<file path="config.mk">
export PLATFORM = sky130hd
export DESIGN_NAME = stopwatch_counter
export DESIGN_NICKNAME = d
export VERILOG_FILES = /design/src/rtl/stopwatch_pkg.sv /design/src/rtl/mod_counter.sv /design/src/rtl/stopwatch_counter.sv
export SDC_FILE = /design/constraint.sdc
export NUM_CORES = 1
export LEC_CHECK = 0
export BUFFER_PORTS_ARGS = -buffer_cell sky130_fd_sc_hd__buf_4
export CELL_PAD_IN_SITES_DETAIL_PLACEMENT = 1
export CELL_PAD_IN_SITES_GLOBAL_PLACEMENT = 2
export CORE_MARGIN = 8
export CORE_UTILIZATION = 35
export CTS_CLUSTER_SIZE = 16
export DETAILED_ROUTE_END_ITERATION = 10
export GPL_ROUTABILITY_DRIVEN = 0
export GPL_TIMING_DRIVEN = 0
export HOLD_SLACK_MARGIN = 0.05
export PLACE_DENSITY_LB_ADDON = 0.1
export SLEW_MARGIN = 20
export SYNTH_ARGS = -nofsm -noshare
export SYNTH_HDL_FRONTEND = slang
export SYNTH_SLANG_ARGS = --single-unit
</file>
<file path="constraint.sdc">
create_clock -name clk -period 3.6 [get_ports clk]
set_clock_uncertainty 0.15 [all_clocks]
set_input_delay 0.72 -clock clk [delete_from_list [all_inputs] [get_ports clk]]
set_output_delay 0.72 -clock clk [all_outputs]
set_load 0.05 [all_outputs]
</file>
<file path="src/rtl/stopwatch_pkg.sv">
// Shared stopwatch constants and mode encoding (also used by the display driver).
package stopwatch_pkg;

  localparam int MIN_W_DEF   = 6;
  localparam int SEC_W_DEF   = 6;
  localparam int MIN_MAX_DEF = 59;
  localparam int SEC_MAX_DEF = 59;

  // Operating mode, taken directly from the adj level input.
  typedef enum logic {
    MODE_RUN = 1'b0,
    MODE_ADJ = 1'b1
  } mode_e;

endpackage

</file>
<file path="src/rtl/mod_counter.sv">
// Modulo-(MAX+1) up/down counter with combinational carry/borrow flags.
module mod_counter #(
  parameter int W   = 6,
  parameter int MAX = 59
) (
  input  logic         clk,
  input  logic         rst_n,
  input  logic         inc,
  input  logic         dec,
  output logic [W-1:0] value,
  output logic         carry,
  output logic         borrow
);

  localparam logic [W-1:0] MAX_V = W'(MAX);

  logic [W-1:0] cnt_q, cnt_d;

  // carry/borrow flag the wrap that this cycle's step will perform
  assign carry  = inc && (cnt_q == MAX_V);
  assign borrow = dec && (cnt_q == '0);
  assign value  = cnt_q;

  // Next value: inc has priority; both directions wrap within 0..MAX
  always_comb begin
    cnt_d = cnt_q;
    if (inc)      cnt_d = carry  ? '0    : cnt_q + 1'b1;
    else if (dec) cnt_d = borrow ? MAX_V : cnt_q - 1'b1;
  end

  // Count register
  always_ff @(posedge clk or negedge rst_n) begin
    if (!rst_n) cnt_q <= '0;
    else        cnt_q <= cnt_d;
  end

endmodule

</file>
<file path="src/rtl/stopwatch_counter.sv">
// MM:SS stopwatch: run/adjust modes on tick enables, pause toggle, wrap/expired flags.
module stopwatch_counter
  import stopwatch_pkg::*;
#(
  parameter int MIN_W   = MIN_W_DEF,
  parameter int SEC_W   = SEC_W_DEF,
  parameter int MIN_MAX = MIN_MAX_DEF,
  parameter int SEC_MAX = SEC_MAX_DEF
) (
  input  logic             clk,
  input  logic             rst_n,
  input  logic             tick_run,
  input  logic             tick_adj,
  input  logic             adj,
  input  logic             sel,
  input  logic             pause_btn,
  input  logic             dir,
  output logic [MIN_W-1:0] minutes,
  output logic [SEC_W-1:0] seconds,
  output logic             paused,
  output logic             wrap,
  output logic             expired
);

  mode_e mode;
  logic  pause_btn_q;
  logic  paused_q, paused_d;
  logic  wrap_q, wrap_d;
  logic  expired_q, expired_d;

  logic  run_act, adj_act, run_up, run_down;
  logic  at_zero, reach_zero;
  logic  sec_inc, sec_dec, min_inc, min_dec;
  logic  sec_carry, sec_borrow, min_carry, min_borrow_unused;

  assign mode = mode_e'(adj);

  // Ticks are qualified with the pre-toggle pause state
  assign run_act  = tick_run && !paused_q && (mode == MODE_RUN);
  assign adj_act  = tick_adj && !paused_q && (mode == MODE_ADJ);
  assign run_up   = run_act && !dir;
  assign run_down = run_act &&  dir;

  assign at_zero    = (minutes == '0) && (seconds == '0);
  // A down step from 00:01 lands on 00:00, which counts as reaching zero
  assign reach_zero = (minutes == '0) && (seconds == SEC_W'(1));

  // Field steps: adjust touches one field only; down-count freezes at 00:00
  assign sec_inc = run_up || (adj_act && sel);
  assign min_inc = (run_up && sec_carry) || (adj_act && !sel);
  assign sec_dec = run_down && !at_zero && !expired_q;
  assign min_dec = sec_dec && sec_borrow;

  mod_counter #(.W(SEC_W), .MAX(SEC_MAX)) u_sec (
    .clk    (clk),
    .rst_n  (rst_n),
    .inc    (sec_inc),
    .dec    (sec_dec),
    .value  (seconds),
    .carry  (sec_carry),
    .borrow (sec_borrow)
  );

  mod_counter #(.W(MIN_W), .MAX(MIN_MAX)) u_min (
    .clk    (clk),
    .rst_n  (rst_n),
    .inc    (min_inc),
    .dec    (min_dec),
    .value  (minutes),
    .carry  (min_carry),
    .borrow (min_borrow_unused)
  );

  // Next-state for pause, wrap pulse and expired hold flag
  always_comb begin
    paused_d  = paused_q ^ (pause_btn && !pause_btn_q);
    wrap_d    = run_up && sec_carry && min_carry;
    expired_d = expired_q;
    if (adj_act || !dir)                          expired_d = 1'b0;
    else if (run_down && (at_zero || reach_zero)) expired_d = 1'b1;
  end

  // Control registers
  always_ff @(posedge clk or negedge rst_n) begin
    if (!rst_n) begin
      pause_btn_q <= 1'b0;
      paused_q    <= 1'b0;
      wrap_q      <= 1'b0;
      expired_q   <= 1'b0;
    end else begin
      pause_btn_q <= pause_btn;
      paused_q    <= paused_d;
      wrap_q      <= wrap_d;
      expired_q   <= expired_d;
    end
  end

  assign paused  = paused_q;
  assign wrap    = wrap_q;
  assign expired = expired_q;

endmodule

</file>
==> results_tabular.tex, run 1 <==
\begin{tabular}{lr}
\hline
Metric & Value \\
\hline
\multicolumn{2}{l}{\textbf{Outcome}} \\
\quad Run status & finished, final reports clean \\
\multicolumn{2}{l}{\textbf{Clocking}} \\
\quad Count of cells resized by post-cts repair & 0 \\
\quad Sinks on the clock net & 16 \\
\quad Number of hold buffers added after cts & 0 \\
\quad Number of buffers created by CTS & 3 \\
\quad CTS root buffer & clkbuf\_8 \\
\quad Clock insertion delay at the later pin of the skew report & 0.25 ns \\
\quad Post-CTS setup buffer count & 0 \\
\quad Clock Path Buffers & 2 \\
\quad TritonCTS clock tree & yes \\
\quad H-tree level count & 1 \\
\quad Post-CTS clock slew at the launch and capture registers of the worst setup and hold paths & 0.07 ns \\
\multicolumn{2}{l}{\textbf{Yosys}} \\
\quad Share of the synthesized area in compound gates (AO/OA/AOI/OAI) & 25.1\% \\
\quad Number of flops mapped to enable cells by yosys & 0 \\
\quad Post-synthesis net count & 163 \\
\quad Post-synth ARST share & 100\% \\
\quad Area share of and/or/nand/nor cells after synthesis & 28.7\% \\
\quad XOR/XNOR share of the synthesized area & 2.03\% \\
\quad Share of synthesized cell area in full adder, half adder and majority cells & 6.77\% \\
\quad Multiplexer share of the synthesized area & 2.32\% \\
\quad Average footprint of a synthesized cell & 8.74 um2 \\
\quad Main combinational cell family by area after synthesis & simple AND/OR/NAND/NOR gates \\
\quad Synthesis warning total & 0 \\
\quad Number of different library cells in the post-synthesis netlist & 51 \\
\quad Synth Register Bits & 16 \\
\quad Count of mapped cells out of synthesis & 148 \\
\quad Combined area of all synthesized cells & 1290 um2 \\
\quad Sequential cell area fraction in the yosys report & 30.9\% \\
\quad Top\_reg\_cell synth & dfrtp\_1 \\
\multicolumn{2}{l}{\textbf{Timing}} \\
\quad Post-route fraction of the period consumed by the critical path & 67.6\% \\
\quad Slew HR & 62.4\% \\
\quad Worst slew pin tran & 0.561 ns \\
\quad Final hold viol count & 0 \\
\quad Post-Route Setup TNS & 0 ns \\
\quad Unrepaired setup endpoints after global routing & false \\
\quad Final setup violating endpoints & 0 \\
\quad Final Hold Slack & 0.165 ns \\
\quad Min cycle time layout & 2.43 ns \\
\quad Highest attainable clock frequency & 0.411 GHz \\
\quad Count of pins over their slew limit & 0 \\
\multicolumn{2}{l}{\textbf{Placed design}} \\
\quad Count of input and output buffers & 22 \\
\quad HPWL after detailed placement & 2.98 mm \\
\multicolumn{2}{l}{\textbf{Floorplan}} \\
\quad Full die area & 5900 um2 \\
\quad Number of placement rows & 22 \\
\quad Top Ports & 23 \\
\quad Die height & 76.8 um \\
\quad DIE WIDTH & 76.8 um \\
\quad Core Region & 3610 um2 \\
\quad Initial Utilization & 35.9\% \\
\multicolumn{2}{l}{\textbf{Global route}} \\
\quad GRT overflow & 0 \\
\quad Largest net degree at the start of global routing & 17 \\
\quad Antenna violations before repair & 0 \\
\quad Global-route wire length before repair & 6.70 mm \\
\quad Via count of the first global-routing pass & 1309 \\
\quad Combined global-route utilization of all metal layers & 13.7\% \\
\multicolumn{2}{l}{\textbf{Worst setup path}} \\
\quad Setup crit start & adj \\
\quad Start of the worst register-to-register path & u\_sec.value[0] \\
\quad Highest net fanout along the worst path & 6 \\
\quad Critical Path Start Type & input pin \\
\quad Kind of critical path & in -> reg \\
\quad CP Data Required Time & 3.62 ns \\
\quad CP Data Arrival Time & 2.46 ns \\
\quad Type of element capturing the critical path & flop \\
\multicolumn{2}{l}{\textbf{Layout}} \\
\quad N\_diodes & 0 \\
\quad Commonest non-fill, non-tap cell in the layout & buf\_4 \\
\quad Most frequent cells in the layout & 22 x buf\_4, 16 x dfrtp\_1, 14 x o21ai\_0 \\
\quad Area growth from synthesis to layout & 21.7\% \\
\quad Filler Cells Inserted & 454 \\
\quad Total Nets Final & 190 \\
\quad Ratio of cells with drive above 1 in the final layout & 24.7\% \\
\quad Final standard cell utilization of the core & 43.7\% \\
\multicolumn{2}{l}{\textbf{Detailed routing}} \\
\quad Via density per instance & 5.84 \\
\quad Residual DRC count & 0 \\
\quad Iteration-0 DRC Markers & 40 \\
\quad Via count & 1297 \\
\quad WL/cell & 17.6 um \\
\quad First-pass detailed-route iteration total & 4 \\
\quad Post-route antenna net violation count & 0 \\
\quad Detailed Route WL & 3.92 mm \\
\multicolumn{2}{l}{\textbf{Power}} \\
\quad Maximum vdd ir drop & 0.369 mV \\
\quad Cell area power density & 709 nW/um2 \\
\quad Cell leakage power & 0.647 nW \\
\multicolumn{2}{l}{\textbf{Job}} \\
\quad Number of violations of the max-capacitance limit & 0 \\
\multicolumn{2}{l}{\textbf{Min path}} \\
\quad Worst hold path type & in -> async \\
\hline
\end{tabular}
## Yosys cell counts, drive strengths merged, types with 2 or more instances
cell      n  area (um2)
ha        7        87.6
a211oi    2        15.0
nor3b     4        35.0
a31oi     5        37.5
nor4b     3        32.5
or3       2        12.5
buf       4        18.8
dfrtp    16         400
nor3      4        25.0
mux2i     3        30.0
clkbuf    2        7.51
and2      3        18.8
nor4      3        25.0
nand4     4        25.0
a21oi     8        43.8
o2111ai   2        17.5
nand3     9        45.0
nand4b    2        17.5
xor2      2        17.5
a221oi    3        26.3
nor2     10        40.0
inv       7        26.3
nand2    10        40.0
o21ai    14        70.1
o31a      2        17.5
## power breakdown
group	internal [mW]	switching [mW]
registers	0.226	0.0842
clock network	0.0972	0.0685
logic	0.207	0.433
total	0.530	0.586
## registers in the layout, indices dropped and copies added (netlist names)
name / cells
u_min.value: 6
u_sec.value: 6
expired: 1
pause_btn_q: 1
paused: 1
wrap: 1
## stage by stage
step           area, um2  worst slack (ns)  cells  power, mW
2_1_floorplan       1290              1.31    148      0.758
3_3_place_gp        1520             0.938    218      0.940
3_5_place_dp        1520             0.931    218      0.956
4_1_cts             1570              1.18    222       1.13
5_1_grt             1570             0.907    222       1.20
6_report            1570              1.17    222       1.12
## worst paths after layout
check                                  to  cells after the start  slack (ns)
max reg2reg                u_sec.value[1]                      6        1.23
min reg2reg                        paused                      2        0.39
min                           pause_btn_q                      1        0.17
min in group clk                   paused                      2        0.39
max in group asynchronous  u_min.value[0]                      1        2.94
max                        u_min.value[2]                      6        1.17
## critical path, stage by stage
cell and delay [ns]:
buf_4 0.13, nor3b_1 0.32, nor3b_2 0.43, nand3_1 0.34, a221o_1 0.38, a21oi_1 0.14
## logic make-up after synthesis
family	after synthesis
XOR/XNOR	3
multiplexers	3
flip-flops	16
AO/OA/AOI/OAI	46
AND/OR/NAND/NOR	60
buffers and inverters	13
adder cells (fa/ha/maj)	7
## layout make-up
cell class              count  area (um2)  share of cell area, %
clock buffers               4        55.1                   3.50
multi-input cells         119         841                   53.4
well taps                  48        60.1                   3.82
inverters                   7        26.3                   1.67
plain buffers               6        26.3                   1.67
flip-flops and latches     16         400                   25.4
repair buffers             22         165                   10.5
## per-layer routing
layer	routed length (um)	share of wire (%)	up-vias	track usage, %
met4	48	1.2	0	4.04
met5	0	0	-	0
met3	138	3.5	4	2.68
li1	-	-	620	-
met2	1800	46	16	22.1
met1	1930	49	657	17.9
Note: power is estimated with default switching activity, not from simulation.
==> run 2: changes to the inputs <==
--- a/config.mk
+++ b/config.mk
@@ -9,7 +9,7 @@
 export CELL_PAD_IN_SITES_DETAIL_PLACEMENT = 1
 export CELL_PAD_IN_SITES_GLOBAL_PLACEMENT = 2
 export CORE_MARGIN = 8
-export CORE_UTILIZATION = 35
+export CORE_UTILIZATION = 33
 export CTS_CLUSTER_SIZE = 16
 export DETAILED_ROUTE_END_ITERATION = 10
 export GPL_ROUTABILITY_DRIVEN = 0
==> constraint.sdc (replaced) <==
create_clock -name clk -period 2.5 [get_ports clk]
set_clock_uncertainty 0.15 [all_clocks]
set_input_delay 0.5 -clock clk [delete_from_list [all_inputs] [get_ports clk]]
set_output_delay 0.5 -clock clk [all_outputs]
set_load 0.05 [all_outputs]
==> run 2 against run 1 <==
  * Final area up 1.5%
  * Non-clock buffer count up 1
  * First-iteration DRC count up 57%
  * Combinational power up 46%
  * Utilization down 0.65 points
==> results_tabular.tex, run 2 (synthesis results as in run 1) <==
\begin{tabular}{lr}
\hline
Metric & Value \\
\hline
\multicolumn{2}{l}{\textbf{Worst setup path}} \\
\quad CP Data Required Time & 2.53 ns (was 3.62 ns) \\
\quad CP Data Arrival Time & 2.33 ns (was 2.46 ns) \\
\quad Setup crit start & u\_sec.value[0] (was adj) \\
\quad Cells traversed along the worst timing path & ha\_1 > nand4\_1 > o31a\_1 > nor2\_2 > a221oi\_1 > a31oi\_1 (was buf\_4 > nor3b\_1 > nor3b\_2 > nand3\_1 > a221o\_1 > a21oi\_1) \\
\quad Kind of critical path & reg -> reg (was in -> reg) \\
\quad Slowest CP cell & dfrtp\_1 (was nor3b\_2) \\
\quad Critical path buffer and inverter count & 0 (was 1) \\
\quad Start of the worst register-to-register path & u\_sec.value[0] (unchanged) \\
\quad Top delay family on crit path & compound AO/OA/AOI/OAI gates (was simple AND/OR/NAND/NOR gates) \\
\quad Critical Path Start Type & flop (was input pin) \\
\quad Type of element capturing the critical path & flop (unchanged) \\
\quad Longest individual stage delay on the worst path & 0.52 ns (was 0.43 ns) \\
\quad Highest net fanout along the worst path & 8 (was 6) \\
\multicolumn{2}{l}{\textbf{Timing}} \\
\quad Post-Route Setup TNS & 0 ns (unchanged) \\
\quad Slew HR & 61.8\% (was 62.4\%) \\
\quad Worst slew pin tran & 0.570 ns (was 0.561 ns) \\
\quad Post-route fraction of the period consumed by the critical path & 92.1\% \\
\quad Final setup violating endpoints & 0 (unchanged) \\
\quad Final hold viol count & 0 (unchanged) \\
\quad Min cycle time layout & 2.30 ns \\
\quad Count of pins over their slew limit & 0 (unchanged) \\
\quad Highest attainable clock frequency & 0.434 GHz \\
\quad Unrepaired setup endpoints after global routing & false (unchanged) \\
\multicolumn{2}{l}{\textbf{Layout}} \\
\quad Non-filler instance count after layout & 223 (was 222) \\
\quad Area growth from synthesis to layout & 23.5\% (was 21.7\%) \\
\quad Total Nets Final & 191 (was 190) \\
\quad Ratio of cells with drive above 1 in the final layout & 25.1\% (was 24.7\%) \\
\quad Most frequent cells in the layout & 22 x buf\_4, 16 x dfrtp\_1, 14 x o21ai\_0, 9 x nand3\_1, 9 x nand2\_1 (was 22 x buf\_4, 16 x dfrtp\_1, 14 x o21ai\_0) \\
\quad Finished Cell Area & 1600 um2 (was 1570 um2) \\
\quad Commonest non-fill, non-tap cell in the layout & buf\_4 (unchanged) \\
\quad N\_diodes & 0 (unchanged) \\
\quad Final standard cell utilization of the core & 43.0\% (was 43.7\%) \\
\multicolumn{2}{l}{\textbf{Floorplan}} \\
\quad Full die area & 6180 um2 (was 5900 um2) \\
\quad Number of placement rows & 22 (unchanged) \\
\quad Top Ports & 23 (unchanged) \\
\quad Core Region & 3720 um2 (was 3610 um2) \\
\quad DIE WIDTH & 78.6 um (was 76.8 um) \\
\quad Die height & 78.6 um (was 76.8 um) \\
\quad Initial Utilization & 34.8\% (was 35.9\%) \\
\multicolumn{2}{l}{\textbf{Clocking}} \\
\quad Sinks on the clock net & 16 (unchanged) \\
\quad Number of buffers created by CTS & 3 (unchanged) \\
\quad Post-CTS clock slew at the launch and capture registers of the worst setup and hold paths & 0.07 ns (about the same) \\
\quad CTS root buffer & clkbuf\_8 (unchanged) \\
\quad Clock insertion delay at the later pin of the skew report & 0.25 ns (about the same) \\
\quad Clock Path Buffers & 2 (unchanged) \\
\quad TritonCTS clock tree & yes (unchanged) \\
\quad H-tree level count & 1 (unchanged) \\
\multicolumn{2}{l}{\textbf{Global route}} \\
\quad Via count of the first global-routing pass & 1369 (was 1309) \\
\quad GRT overflow & 0 (unchanged) \\
\quad Combined global-route utilization of all metal layers & 13.5\% (was 13.7\%) \\
\quad Global-route wire length before repair & 6.91 mm (was 6.70 mm) \\
\quad Largest net degree at the start of global routing & 17 (unchanged) \\
\quad Antenna violations before repair & 0 (unchanged) \\
\multicolumn{2}{l}{\textbf{Detailed routing}} \\
\quad Via density per instance & 5.81 (was 5.84) \\
\quad Post-route antenna net violation count & 0 (unchanged) \\
\quad Residual DRC count & 0 (unchanged) \\
\quad Via count & 1296 (was 1297) \\
\quad WL/cell & 17.7 um (was 17.6 um) \\
\quad Iteration-0 DRC Markers & 63 (was 40) \\
\quad First-pass detailed-route iteration total & 4 (unchanged) \\
\quad Detailed Route WL & 3.94 mm (was 3.92 mm) \\
\multicolumn{2}{l}{\textbf{Min path}} \\
\quad Worst min-delay path startpoint & pause\_btn \\
\quad Worst hold path type & in -> reg (was in -> async) \\
\multicolumn{2}{l}{\textbf{Power}} \\
\quad Maximum vdd ir drop & 0.450 mV (was 0.369 mV) \\
\quad Cell leakage power & 0.651 nW (was 0.647 nW) \\
\quad Cell area power density & 1020 nW/um2 (was 709 nW/um2) \\
\multicolumn{2}{l}{\textbf{Placed design}} \\
\quad Placement-stage cell area & 1520 um2 (unchanged) \\
\quad Count of input and output buffers & 22 (unchanged) \\
\quad HPWL after detailed placement & 2.96 mm (was 2.98 mm) \\
\quad Post-placement cell count & 218 (unchanged) \\
\multicolumn{2}{l}{\textbf{Job}} \\
\quad Number of violations of the max-capacitance limit & 0 (unchanged) \\
\multicolumn{2}{l}{\textbf{Outcome}} \\
\quad Run status & finished, final reports clean (unchanged) \\
\hline
\end{tabular}
## run 2: metal layers
metal  global-route usage (%)  vias up  wire, um
li1                         -      617         -
met1                     18.5      649      1930
met2                     21.0       26      1800
met3                     3.30        4       194
met4                     2.59        0        21
met5                        0        -         0
## run 2: where the power goes
group | switching [mW] | internal [mW]
sequential | 0.123 | 0.325
combinational | 0.632 | 0.303
clock | 0.102 | 0.140
total | 0.857 | 0.768
## run 2: path summary, 6_finish.rpt
| path | end | slack [ns] | depth (start not counted) |
|---|---|---|---|
| setup / recovery | u_min.value[5] | 0.20 | 6 |
| hold / removal | pause_btn_q | 0.21 | 1 |
| setup reg to reg | u_min.value[5] | 0.20 | 6 |
| hold reg to reg | paused | 0.38 | 2 |
| max in group asynchronous | u_min.value[3] | 1.51 | 2 |
| min in group asynchronous | pause_btn_q | 0.49 | 2 |
## run 2: what timing repair did
action,in CTS,in global routing
hold buffers,1,0
gates resized for setup,0,3
endpoints found under the setup margin,0,2
setup buffers,0,0
hold endpoints to repair,16,0
## run 2: through the flow
step / hold slack (ns) / total power [mW] / setup slack [ns]
after global routing: 0.208 / 1.75 / 0.00348
after floorplan: 0.0544 / 1.09 / 0.209
after detailed placement: 0.238 / 1.37 / 0.0710
after CTS: 0.207 / 1.62 / 0.0946
after global placement: 0.232 / 1.36 / 0.0408
final: 0.211 / 1.62 / 0.196
## run 2: final cells by class
type,count,area (um2)
plain buffers,6,26.3
inverters,7,26.3
multi-input cells,119,855
flip-flops and latches,16,400
repair buffers,23,175
well taps,48,60.1
fillers,465,2120
clock buffers,4,55.1
